$ cat src/rtl/addsub_serial_nibble.sv
`default_nettype none
// ============================================================================
// Module   : addsub_serial_nibble
// Purpose  : Word-width add/subtract built from one reused 4-bit add slice,
//            one nibble per clock, LSB nibble first, start/busy/done handshake.
// Revision : 1.0  initial release
// ============================================================================
module addsub_serial_nibble #(
  parameter int WORDS = 4
) (
  input  logic               clk,
  input  logic               rst,
  input  logic               start,
  input  logic               M,
  input  logic [4*WORDS-1:0] A,
  input  logic [4*WORDS-1:0] B,
  output logic               busy,
  output logic               done,
  output logic [4*WORDS-1:0] z,
  output logic               C,
  output logic               V
);

  localparam int c_W  = 4 * WORDS;
  localparam int c_IW = (WORDS > 1) ? $clog2(WORDS) : 1;
  localparam logic [c_IW-1:0] c_LAST = c_IW'(WORDS - 1);

  // A single-nibble operand would make the serial slice pointless.
  generate
    if (WORDS < 2 || WORDS > 8) begin : g_words_check
      $error("addsub_serial_nibble: WORDS must be in 2..8");
    end
  endgenerate

  typedef enum logic [0:0] {
    S_IDLE = 1'b0,
    S_RUN  = 1'b1
  } state_t;

  state_t            r_state;
  state_t            w_state_next;
  logic [c_W-1:0]    r_a;
  logic [c_W-1:0]    r_b;
  logic              r_m;
  logic              r_carry;
  logic [c_IW-1:0]   r_idx;
  logic [c_W-1:0]    r_sum;
  logic [c_W-1:0]    r_z;
  logic              r_c;
  logic              r_v;
  logic              r_done;

  logic [3:0]        w_a_nib;
  logic [3:0]        w_b_nib;
  logic [3:0]        w_bx_nib;
  logic [4:0]        w_s;
  logic [c_W-1:0]    w_result;
  logic              w_last;
  logic              w_v;

  // Select the current nibble of each latched operand and merge the slice
  // output into the partial result so the final edge sees the full word.
  always_comb begin
    w_a_nib  = 4'h0;
    w_b_nib  = 4'h0;
    w_result = r_sum;
    for (int i = 0; i < WORDS; i++) begin
      if (r_idx == c_IW'(i)) begin
        w_a_nib = r_a[4*i +: 4];
        w_b_nib = r_b[4*i +: 4];
      end
    end
    w_bx_nib = w_b_nib ^ {4{r_m}};
    w_s      = {1'b0, w_a_nib} + {1'b0, w_bx_nib} + {4'h0, r_carry};
    for (int i = 0; i < WORDS; i++) begin
      if (r_idx == c_IW'(i)) begin
        w_result[4*i +: 4] = w_s[3:0];
      end
    end
    w_last = (r_state == S_RUN) && (r_idx == c_LAST);
    // Overflow: operands (after conditional inversion) agree in sign but the
    // result sign differs from A.
    w_v    = ((r_a[c_W-1] == (r_b[c_W-1] ^ r_m)) && (w_result[c_W-1] != r_a[c_W-1]));
  end

  // State register.
  always_ff @(posedge clk) begin
    if (rst) begin
      r_state <= S_IDLE;
    end else begin
      r_state <= w_state_next;
    end
  end

  // Next-state: accept start only in IDLE, leave RUN after the last nibble.
  always_comb begin
    w_state_next = r_state;
    case (r_state)
      S_IDLE:  if (start)  w_state_next = S_RUN;
      S_RUN:   if (w_last) w_state_next = S_IDLE;
      default: w_state_next = S_IDLE;
    endcase
  end

  // Datapath: latch operands on accept, step one nibble per RUN cycle, and
  // publish z/C/V together with the done pulse only on the final nibble.
  always_ff @(posedge clk) begin
    if (rst) begin
      r_a     <= '0;
      r_b     <= '0;
      r_m     <= 1'b0;
      r_carry <= 1'b0;
      r_idx   <= '0;
      r_sum   <= '0;
      r_z     <= '0;
      r_c     <= 1'b0;
      r_v     <= 1'b0;
      r_done  <= 1'b0;
    end else begin
      r_done <= 1'b0;
      case (r_state)
        S_IDLE: begin
          if (start) begin
            r_a     <= A;
            r_b     <= B;
            r_m     <= M;
            r_carry <= M;
            r_idx   <= '0;
          end
        end
        S_RUN: begin
          r_sum   <= w_result;
          r_carry <= w_s[4];
          r_idx   <= r_idx + 1'b1;
          if (w_last) begin
            r_z    <= w_result;
            r_c    <= w_s[4];
            r_v    <= w_v;
            r_done <= 1'b1;
          end
        end
        default: ;
      endcase
    end
  end

  assign busy = (r_state == S_RUN);
  assign done = r_done;
  assign z    = r_z;
  assign C    = r_c;
  assign V    = r_v;

endmodule
`default_nettype wire
$ cat config.mk
export PLATFORM = sky130hd
export DESIGN_NAME = addsub_serial_nibble
export DESIGN_NICKNAME = d
export VERILOG_FILES = /design/src/rtl/addsub_serial_nibble.sv
export SDC_FILE = /design/constraint.sdc
export NUM_CORES = 1
export LEC_CHECK = 0
export BUFFER_PORTS_ARGS = -buffer_cell sky130_fd_sc_hd__buf_2
export CORE_MARGIN = 5
export CORE_UTILIZATION = 50
export CTS_CLUSTER_DIAMETER = 40
export DETAILED_ROUTE_END_ITERATION = 8
export GPL_ROUTABILITY_DRIVEN = 0
export GPL_TIMING_DRIVEN = 0
export PLACE_DENSITY = 0.73
export SETUP_SLACK_MARGIN = 0.4
export SYNTH_ARGS = -nofsm -noshare
export SYNTH_HDL_FRONTEND = slang
export SYNTH_SLANG_ARGS = --single-unit
export TNS_END_PERCENT = 20
$ cat constraint.sdc
create_clock -name clk -period 5.7 [get_ports clk]
set_input_delay 1.14 -clock clk [delete_from_list [all_inputs] [get_ports clk]]
set_output_delay 1.14 -clock clk [all_outputs]
set_load 0.01 [all_outputs]
### Yosys cells after proc, flatten, opt, wreduce, memory -nomap -nowiden

Cells that the tools add are included.

| word-level totals | value |
|---|---|
| memories | 0 |
| ROM bits | 0 |
| word-level logic and storage cells | 49 |
| latch bits | 0 |
| memory bits (writable) | 0 |
| input bits | 36 |
| register bits after elaboration | 72 |
| output and inout port bits | 20 |

| cells by class | value |
|---|---|
| reduce and logical (&&, ||, !) cells | 6 |
| mux-type cells | 20 |
| shifts and indexed selects | 0 |
| $add $sub $neg | 3 |
| bitwise gates (word level) | 3 |
| div/mod/pow operators | 0 |
| $lt $le $gt $ge | 0 |
| eq/ne operators | 6 |
| multipliers | 0 |

Operator list:

| cell | count |
|---|---|
| two-way mux 4 bit | 12 |
| adder 4 x 4 -> 5 bit | 1 |
| adder 5 x 1 -> 5 bit | 1 |
| equality test 2 bit, second input constant | 2 |
| two-way mux 1 bit | 4 |
| case mux 1 bit (2 select lines) | 2 |
| case mux 2 bit (2 select lines) | 1 |
| AND reduction 2 bit | 2 |
| bitwise XOR 4 bit | 1 |
| adder 2 x 1 -> 2 bit, second input constant | 1 |
| equality test 2 x 1 -> 1 bit, second input constant | 1 |
| logical AND 1 bit | 2 |
| logical NOT 2 bit | 1 |
| two-way mux 2 bit | 1 |
| inequality test 2 bit, second input constant | 1 |
| OR reduction 2 bit | 1 |
| equality test 1 bit | 1 |
| inequality test 1 bit | 1 |
| inverter 1 bit | 1 |
| bitwise XOR 1 bit | 1 |

### Longest topological paths before layout

Gate-level depths: netlist of run 1.

| logic depth | value |
|---|---|
| word-level depth | 11 |
| gate-level depth with buffers | 15 |
| depth with buffers taken out | 14 |

### Least setup slack after synthesis of run 1

OpenSTA, ideal clock, no wires.

| path | value |
|---|---|
| kind | flip-flop to flip-flop |
| start | reg r_idx[0] |
| end | reg r_v (netlist: V) |
| library setup time | 116 ps |
| data required time | 5584 ps |
| arrival time | 2706 ps |
| period minus slack after synthesis | 2822 ps |
| slack | 2878 ps |
| stages on the path, launching flop included | 14 |
| path buffers | 1 |
| cells stage by stage | dfxtp_1 inv_1 ha_1 clkbuf_1 nand3_1 a21oi_1 a21oi_1 o21ai_1 ha_1 nor2b_1 or4_4 and4_1 a21oi_1 o21ai_1 |

| on the way | value |
|---|---|
| longest elaborated chain between the ends | 11 |
| elaborated cells between the ends (all ways) | 20 |
| those cells by class | add/sub (2); eq/ne (4); mux (9); bitwise (1); reduce/logical (4) |

Ends and longest elaborated chain:

| item | line | source |
|---|---|---|
| from (decl) | 46 | `logic [c_IW-1:0] r_idx;` |
| from (signal assigned) | 134 | `r_idx <= r_idx + 1'b1;` |
| logical NOT 2 bit | 68 | `if (r_idx == c_IW'(i)) begin` |
| two-way mux 4 bit (4 in a row) | 68 |  |
| bitwise XOR 4 bit | 73 | `w_bx_nib = w_b_nib ^ {4{r_m}};` |
| adder 4 x 4 -> 5 bit | 74 | `w_s = {1'b0, w_a_nib} + {1'b0, w_bx_nib} + {4'h0, r_carry};` |
| adder 5 x 1 -> 5 bit | 74 |  |
| two-way mux 4 bit | 76 | `if (r_idx == c_IW'(i)) begin` |
| inequality test 1 bit | 83 | `w_v = ((r_a[c_W-1] == (r_b[c_W-1] ^ r_m)) && (w_result[c_W-1] != r_a[c_W-1]));` |
| logical AND 1 bit | 83 |  |
| to (signal assigned) | 138 | `r_v <= w_v;` |
| to (decl) | 50 | `logic r_v;` |

Several ways; a longest one is shown, not always the timed one.
A chain may end at the register's enable or synchronous reset.

### Final worst setup path of run 1

| path | value |
|---|---|
| start | reg r_idx[0] |
| end | reg r_z[10] (netlist: z[10]) |

| on the way | value |
|---|---|
| longest elaborated chain between the ends | 9 |
| elaborated cells between the ends (all ways) | 18 |
| those cells by class | add/sub (2); eq/ne (3); mux (9); bitwise (1); reduce/logical (3) |

Ends and longest elaborated chain:

| item | line | source |
|---|---|---|
| logical NOT 2 bit | 68 |  |
| two-way mux 4 bit (4 in a row) | 68 |  |
| bitwise XOR 4 bit | 73 |  |
| adder 4 x 4 -> 5 bit | 74 |  |
| adder 5 x 1 -> 5 bit | 74 |  |
| two-way mux 4 bit | 76 |  |
| to (signal assigned) | 136 | `r_z <= w_result;` |
| to (decl) | 48 | `logic [c_W-1:0] r_z;` |

Several ways; a longest one is shown, not always the timed one.

==> flow_summary.json, run 1 <==
{
  "status": "finished, final reports clean",
  "drt-pass1-iter-count": 4,
  "io_buffers": 54,
  "power_leakage_nw": 1.46,
  "maxCapViolCount": 0,
  "ys.flop_type": "dfxtp_1",
  "setup_violations": 0,
  "ys_ff_latch": 69,
  "drv_slew": 0,
  "synth_edf_count": 0,
  "wire_per_inst_microns": 13.4,
  "ys_top_cells_by_area": "dfxtp_1, nand2_1, a21oi_1",
  "layout-drive-gt1-share": 0.183,
  "cpLargestDelayFamily": "adder cells",
  "post_cts_resized": 0,
  "worstPathRequired_ns": 5.94,
  "clock_sinks": 69,
  "design_area_sq_mm": 0.00364,
  "p_int_mw": 0.811,
  "n_fill_cell": 566,
  "skew_ns": 0.00901,
  "synthDistinctLibCells": 41,
  "arrival_ns": 3.64,
  "power_frac_seq": 0.469,
  "hpwl_microns": 5170,
  "end_kind": "flop",
  "fp.dieW_microns": 88.3,
  "syn_nets": 430,
  "power_frac_clock": 0.395,
  "cts_tree": "done",
  "post-route-min-period_ns": 3.41,
  "p_sw_mw": 0.284,
  "slowest_stage": "xnor2_1",
  "drc": 0,
  "worst_pin_slew_ns": 0.686,
  "yosys-top-cells-count": "nand2_1, dfxtp_1, a21oi_1",
  "fin_setup_tns_ns": 0,
  "die-area_sq_mm": 0.00780,
  "routed_wl_microns": 7110,
  "holdCritPathClass": "flop to flop",
  "htree_levels": 3,
  "multiInputGateArea_sq_mm": 0.00150,
  "postSynthCellCount": 385,
  "power.density_mw_per_mm2": 301,
  "fp.dieH_microns": 88.3,
  "path_class": "flop to flop",
  "area_growth_pct": 18.8,
  "max_freq_mhz": 293,
  "placed_area_sq_mm": 0.00343,
  "p_total_mw": 1.10,
  "via_count": 2705,
  "core_sq_mm": 0.00596,
  "cts_made_buffers": 9,
  "pwr-share-comb": 0.136,
  "ys_async_sr_fraction": 0,
  "yosysTopAreaCell": "dfxtp_1",
  "netlist_area_sq_mm": 0.00307,
  "grt_pass1_vias": 2608,
  "ant_nets": 0,
  "antenna_found_initial": 0,
  "crit_path_max_fanout": 10,
  "cts_setup_buffers": 0,
  "cts-root-buf": "clkbuf_8",
  "period_share": 0.598,
  "syn_avg_cell_area_sq_um": 7.97,
  "stdcell_count": 529,
  "insertion_delay_ns": 0.34,
  "path_clk_slew_ns": 0.07,
  "grt-ovfl-total": 0,
  "rsz0062_at_grt": "no",
  "yosysMostFrequentCell": "nand2_1",
  "hold_buffers": 0,
  "startpoint_type": "flop",
  "slowest_delay_ns": 0.57,
  "viasPerCell": 5.11,
  "grt_max_degree": 12,
  "seqCellArea_sq_mm": 0.00138,
  "antennaDiodeCount": 0,
  "num_io_pins": 56,
  "cts.path.max_buffers": 2,
  "yosys_warnings": 0,
  "dp.cells": 514,
  "vdd_ir_drop_max_mv": 0.185,
  "grt_use_total": 0.195,
  "start_util": 0.515,
  "synth_top_area_frac": 0.450,
  "crit_chain": "inv_1, ha_1, clkbuf_1, a21oi_1, a22oi_1, xor2_1, fa_1, inv_1, fa_1, xnor2_1, nand2_1, o21ai_0, o21ai_1",
  "slew_headroom": 0.540,
  "timing.final.hold_violations": 0,
  "drtIter0Drc": 116,
  "final_nets": 495,
  "grt_pass1_wl_microns": 11800,
  "rows": 28,
  "path_buf_inv": 3,
  "switching_share": 0.259,
  "seq_area_frac_synth": 0.450
}
[power groups by stage]
stage | Sequential [mW] | Clock, mW | Combinational (mW)
floorplan | 0.521 | 0 | 0.105
global placement | 0.524 | 0 | 0.145
detailed placement | 0.524 | 0 | 0.147
CTS | 0.513 | 0.442 | 0.148
global route | 0.516 | 0.464 | 0.167
finish | 0.514 | 0.433 | 0.149
[state kept, by name (all words and copies together) (netlist names)]
signal and flops:
z 16, C 1, r_idx 2, busy 1, done 1, r_carry 1
r_a 16, r_m 1, r_b 16, r_sum 13, V 1
[path summary, 6_finish.rpt]
kind                          from                 end  slack [ns]  cells after the start
max          r_idx[0]$_SDFFE_PP0P_  z[10]$_SDFFE_PP0P_        2.29                     13
min              z[2]$_SDFFE_PP0P_   z[2]$_SDFFE_PP0P_        0.44                      2
max reg2reg  r_idx[0]$_SDFFE_PP0P_  z[10]$_SDFFE_PP0P_        2.29                     13
min reg2reg      z[2]$_SDFFE_PP0P_   z[2]$_SDFFE_PP0P_        0.44                      2
[layout make-up]
type | count | share of cell area
Tap cell | 75 | 0.0257
Clock buffer | 11 | 0.0388
Timing Repair Buffer | 54 | 0.0742
Sequential cell | 69 | 0.379
Inverter | 13 | 0.0134
Buffer | 29 | 0.0374
Multi-Input combinational cell | 274 | 0.412
Clock inverter | 4 | 0.0199
[metal layers]
layer / track usage / share of wire / vias up
li1: - / - / 1421
met1: 0.266 / 0.48 / 1206
met2: 0.296 / 0.44 / 65
met3: 0.0400 / 0.055 / 13
met4: 0.0879 / 0.017 / 0
met5: 0 / 0 / -
[per-stage QoR]
| step | util | setup WS, ns | hold slack [ns] |
|---|---|---|---|
| after floorplan | - | 2.88 | 0.423 |
| after detailed placement | 0.576 | 2.34 | 0.438 |
| after CTS | 0.612 | 2.33 | 0.449 |
| final | 0.612 | 2.29 | 0.442 |
| after global routing | 0.612 | 2.05 | 0.467 |
| after global placement | 0.576 | 2.39 | 0.433 |
[worst reg2reg max path, delay by kind of cell (launching register included)]
| kind | cells | cell delay, ns |
|---|---|---|
| and+or+nand+nor | 1 | 0.11 |
| adders and majority gates | 3 | 0.94 |
| DFF | 1 | 0.34 |
| xor gates and xnor gates | 2 | 0.78 |
| buffers and inverters | 3 | 0.62 |
| AOI/OAI and AO/OA | 4 | 0.50 |
[logic make-up (layout without fill, tap and decap cells)]
logic type,Yosys count,after routing,synth area share
fa+ha+maj,9,9,0.0416
flops,69,69,0.450
simple gates,142,142,0.197
mux,3,3,0.00979
compound gates,113,113,0.213
buf+inv,42,111,0.0604
xor+xnor,7,7,0.0286
[placed cells by master, fill, tap and decap left out, drive strengths merged]
cell type	count
or4	1
clkbuf	32
a32oi	3
nor4bb	1
bufinv	2
nand2	107
mux2i	3
nor2	14
nor3	2
o21ai	27
buf	62
and4	1
fa	2
a311oi	2
xnor2	5
nand3b	4
clkinv	1
o31ai	6
nand3	3
clkinvlp	1
ha	7
a211oi	8
nor2b	3
and2	4
o21a	3
xor2	2
nand2b	2
inv	13
o2111ai	1
a22oi	4
dfxtp	69
a21oi	58
a22o	1
Note: power is estimated with default switching activity, not from simulation.
==> run 2, diff against run 1 <==
==> constraint.sdc (replaced) <==
create_clock -name clk -period 3.57 [get_ports clk]
set_input_delay 0.714 -clock clk [delete_from_list [all_inputs] [get_ports clk]]
set_output_delay 0.714 -clock clk [all_outputs]
set_load 0.01 [all_outputs]
==> run 2 against run 1 <==
Largest power group unchanged; worst hold slack is essentially flat; cell count is 0.19% higher; via count is 0.30% lower; die area is the same; largest cell class unchanged.
==> flow_summary.json, run 2 (synthesized netlist as in run 1, its figures left out) <==
{
  "path_class": "flop to flop",
  "crit_chain": "inv_1, ha_1, clkbuf_2, a21oi_1, o21ai_1, a22oi_1, xnor2_2, ha_1, nor2b_1, or4_4, and4_1, a21oi_1, o21ai_1",
  "crit_path_max_fanout": 10,
  "startpoint_type": "flop",
  "skew_ns": 0.00854,
  "p_total_mw": 1.76,
  "grt_max_degree": 12,
  "hold_buffers": 0,
  "timing.final.hold_violations": 0,
  "fin_setup_tns_ns": 0,
  "rows": 28,
  "insertion_delay_ns": 0.35,
  "cpLargestDelayFamily": "simple AND/OR/NAND/NOR gates",
  "clock_sinks": 69,
  "worst_pin_slew_ns": 0.581,
  "fp.dieW_microns": 88.3,
  "stdcell_count": 530,
  "end_kind": "flop",
  "final_common_cell": "nand2_1",
  "arrival_ns": 3.27,
  "period_share": 0.850,
  "route.met3.wl_microns": 374,
  "worstPathRequired_ns": 3.81,
  "n_fill_cell": 567,
  "path_buf_inv": 2,
  "grt_use_total": 0.195,
  "wl_met1_microns": 3490,
  "grt-ovfl-total": 0,
  "slowest_stage": "or4_4",
  "setup_violations": 0,
  "drc": 0,
  "post-route-min-period_ns": 3.03,
  "max_freq_mhz": 330,
  "layout-drive-gt1-share": 0.209,
  "drv_slew": 0,
  "core_sq_mm": 0.00596,
  "timing.hold.ws_ns": 0.442,
  "final_nets": 496,
  "drt-pass1-iter-count": 4,
  "whs_path_depth": 2,
  "grt_pass1_wl_microns": 11800,
  "status": "finished, final reports clean",
  "die-area_sq_mm": 0.00780,
  "io_buffers": 54,
  "fp.dieH_microns": 88.3,
  "worst_slack_ns": 0.536,
  "routed_wl_microns": 7120,
  "cts_made_buffers": 9,
  "power_leakage_nw": 1.49,
  "power.density_mw_per_mm2": 478,
  "preCtsSetupSlack_ns": 0.212,
  "path_clk_slew_ns": 0.07,
  "via_count": 2697,
  "holdCritPathClass": "flop to flop",
  "top_layer": "met4",
  "cts_tree": "done",
  "ant_nets": 0,
  "htree_levels": 3,
  "rsz0062_at_grt": "yes",
  "maxCapViolCount": 0,
  "met2_length_microns": 3100,
  "start_util": 0.515,
  "hpwl_microns": 5170,
  "antennaDiodeCount": 0,
  "drtIter0Drc": 138,
  "wire_per_inst_microns": 13.4,
  "cts-root-buf": "clkbuf_8",
  "slew_headroom": 0.613,
  "layout_common_cells": "nand2_1, dfxtp_1, a21oi_1, buf_2, o21ai_1",
  "antenna_found_initial": 0,
  "vdd_ir_drop_max_mv": 0.293,
  "cts.path.max_buffers": 2,
  "slowest_delay_ns": 0.50,
  "grt_pass1_vias": 2611,
  "r2r_cells": 13,
  "path_depth": 13,
  "dp.cells": 514,
  "area_growth_pct": 20.3,
  "viasPerCell": 5.09,
  "num_io_pins": 56
}
[run 2: path summary, 6_finish.rpt]
path | from | slack (ns) | end
worst max-delay path | r_idx[1]$_SDFFE_PP0P_ | 0.54 | V$_SDFFE_PP0P_
worst min-delay path | z[2]$_SDFFE_PP0P_ | 0.44 | z[2]$_SDFFE_PP0P_
worst max register to register | r_idx[1]$_SDFFE_PP0P_ | 0.54 | V$_SDFFE_PP0P_
worst min register to register | z[2]$_SDFFE_PP0P_ | 0.44 | z[2]$_SDFFE_PP0P_
[run 2: area by class of cell]
type / count / area [sq um] / area share
well taps: 75 / 93.8 / 0.0254
clock inverters: 4 / 72.6 / 0.0197
inverters: 13 / 48.8 / 0.0132
plain buffers: 29 / 149 / 0.0404
multi-input cells: 274 / 1520 / 0.413
clock buffers: 11 / 141 / 0.0383
repair buffers: 55 / 278 / 0.0753
flip-flops and latches: 69 / 1380 / 0.374
[run 2: worst reg2reg max path: cells and delay by family (launching register included)]
kind	cells	cell delay [ns]
AOI/OAI and AO/OA	5	0.71
and+or+nand+nor	3	0.87
DFF	1	0.38
adders and majority gates	2	0.48
buffers and inverters	2	0.31
xor gates and xnor gates	1	0.17
[run 2: power by group]
| group | internal [mW] | switching [mW] | total, mW |
|---|---|---|---|
| combinational | 0.0970 | 0.153 | 0.250 |
| clock | 0.408 | 0.285 | 0.692 |
| sequential | 0.801 | 0.0195 | 0.820 |
| total | 1.31 | 0.458 | 1.76 |
[run 2: repair_timing]
action / in CTS / in global routing
setup endpoints to repair: 9 / 22
resized for setup: 4 / 15
buffers inserted: 0 / 1
pin swaps: 0 / 1
[run 2: stage by stage]
step / cell area [sq um] / utilization
finish: 3690 / 0.619
detailed placement: 3430 / 0.576
floorplan: 3070 / -
CTS: 3660 / 0.614
global route: 3690 / 0.619
global placement: 3430 / 0.576
[run 2: metal layers]
| metal | track usage | up-vias |
|---|---|---|
| met5 | 0 | - |
| met4 | 0.0879 | 0 |
| met3 | 0.0400 | 15 |
| met2 | 0.297 | 68 |
| met1 | 0.266 | 1190 |
| li1 | - | 1424 |
==> run 3, diff against run 2 <==
--- a/config.mk
+++ b/config.mk
@@ -12,7 +12,7 @@
 export DETAILED_ROUTE_END_ITERATION = 8
 export GPL_ROUTABILITY_DRIVEN = 0
 export GPL_TIMING_DRIVEN = 0
-export PLACE_DENSITY = 0.73
+export PLACE_DENSITY = 0.76
 export SETUP_SLACK_MARGIN = 0.4
 export SYNTH_ARGS = -nofsm -noshare
 export SYNTH_HDL_FRONTEND = slang
==> constraint.sdc (replaced) <==
create_clock -name clk -period 2.7 [get_ports clk]
set_input_delay 0.54 -clock clk [delete_from_list [all_inputs] [get_ports clk]]
set_output_delay 0.54 -clock clk [all_outputs]
set_load 0.01 [all_outputs]
==> run 3 against run 2 <==
Cell count up 0.75%; power up 29%; the flow now finishes with violations (negative setup slack); clock skew about the same; critical endpoint unchanged; largest power group unchanged; first-iteration DRC count up 28%; global-route usage up 0.57 points; die area unchanged; clock power up 9.2%; cell area up 6.4%; maximum frequency up 9.7%.
==> flow_summary.json, run 3 (synthesized netlist as in run 1, its figures left out) <==
{
  "status": "finished with violations",
  "violations": "negative setup slack",
  "hold_buffers": 0,
  "p_total_mw": 2.27,
  "max_freq_mhz": 362,
  "startpoint_type": "flop",
  "wire_per_inst_microns": 14.3,
  "cts_tree": "done",
  "routed_wl_microns": 7630,
  "grt-ovfl-total": 0,
  "worstPathRequired_ns": 2.94,
  "worst_slack_ns": -0.0659,
  "layout-drive-gt1-share": 0.283,
  "timing.final.hold_violations": 0,
  "rsz0062_at_grt": "yes",
  "antenna_found_initial": 0,
  "grt_pass1_vias": 2606,
  "grt_pass1_wl_microns": 12200,
  "grt_max_degree": 13,
  "die-area_sq_mm": 0.00780,
  "slew_headroom": 0.589,
  "final_common_cell": "nand2_1",
  "hpwl_microns": 5340,
  "power_leakage_nw": 1.53,
  "power.density_mw_per_mm2": 577,
  "final_util": 0.659,
  "crit_path_max_fanout": 5,
  "layout_common_cells": "nand2_1, dfxtp_1, buf_2",
  "period_share": 1.02,
  "rrSetupSlack_ns": -0.07,
  "worst_pin_slew_ns": 0.616,
  "holdCritPathClass": "input port to flop",
  "start_util": 0.515,
  "path_class": "flop to flop",
  "stdcell_count": 534,
  "antennaDiodeCount": 0,
  "fp.dieW_microns": 88.3,
  "cts-root-buf": "clkbuf_8",
  "area_growth_pct": 28.0,
  "via_count": 2808,
  "drt-pass1-iter-count": 4,
  "drv_slew": 0,
  "clock_sinks": 69,
  "drc": 0,
  "dp.cells": 514,
  "cts.path.max_buffers": 2,
  "arrival_ns": 3.00,
  "path_clk_slew_ns": 0.07,
  "insertion_delay_ns": 0.35,
  "ant_nets": 0,
  "end_kind": "flop",
  "viasPerCell": 5.26,
  "htree_levels": 3,
  "rows": 28,
  "maxCapViolCount": 0,
  "final_nets": 499,
  "cts_made_buffers": 9,
  "skew_ns": 0.00896,
  "design_area_sq_mm": 0.00393,
  "core_sq_mm": 0.00596,
  "grt_use_total": 0.200,
  "io_buffers": 54,
  "fp.dieH_microns": 88.3,
  "setup_violations": 7,
  "num_io_pins": 56,
  "vdd_ir_drop_max_mv": 0.388,
  "placed_area_sq_mm": 0.00354,
  "post-route-min-period_ns": 2.77,
  "drtIter0Drc": 177
}
-- run 3: where the power goes --
part,switching [mW],internal (mW)
Combinational,0.237,0.187
Sequential,0.0277,1.06
Clock,0.401,0.355
-- run 3: cell type report --
| class | count | area [sq um] |
|---|---|---|
| Sequential cell | 69 | 1390 |
| Multi-Input combinational cell | 274 | 1690 |
| Clock buffer | 10 | 138 |
| Timing Repair Buffer | 58 | 304 |
| Buffer | 29 | 218 |
| Clock inverter | 6 | 37.5 |
| Inverter | 13 | 53.8 |
| Tap cell | 75 | 93.8 |
| Fill cell | 508 | 2030 |
-- run 3: critical path, cell delays in order (launching register included) --
cell and delay [ns]:
dfxtp_4 0.39, inv_4 0.06, ha_4 0.17, buf_4 0.13
buf_6 0.12, o21ai_1 0.14, a22oi_1 0.11, xnor2_1 0.32
ha_1 0.30, nor2b_4 0.14, or4_4 0.42, and4_1 0.17
a21oi_1 0.12, o21ai_1 0.07
-- run 3: worst paths after layout --
check                        startpoint  cells past startpoint                  end
setup / recovery  r_idx[1]$_SDFFE_PP0P_                     13       V$_SDFFE_PP0P_
hold / removal                     B[5]                      3  r_b[5]$_SDFFE_PP0P_
setup reg to reg  r_idx[1]$_SDFFE_PP0P_                     13       V$_SDFFE_PP0P_
hold reg to reg       z[6]$_SDFFE_PP0P_                      2    z[6]$_SDFFE_PP0P_
-- run 3: repair_timing --
item                                    CTS  global route
buffers inserted                          0             3
endpoints found under the setup margin   32            31
gates resized for setup                  30            11
cloned                                    0             1
pin swaps                                17            12
-- run 3: metrics by stage --
stage	worst slack (ns)	hold WS (ns)	TNS (ns)
2_1_floorplan	0.180	0.423	0
3_3_place_gp	-0.129	0.432	-0.554
3_5_place_dp	-0.174	0.435	-0.980
4_1_cts	0.00464	0.421	0
5_1_grt	-0.174	0.428	-1.95
6_report	-0.0659	0.430	-0.255
-- run 3: metal layers --
metal  global-route usage  wire [microns]  up-vias
met2                0.311            3550       94
met1                0.270            3400     1265
met5                    0               0        -
met3               0.0382             538       14
li1                     -               -     1435
met4               0.0934             144        0
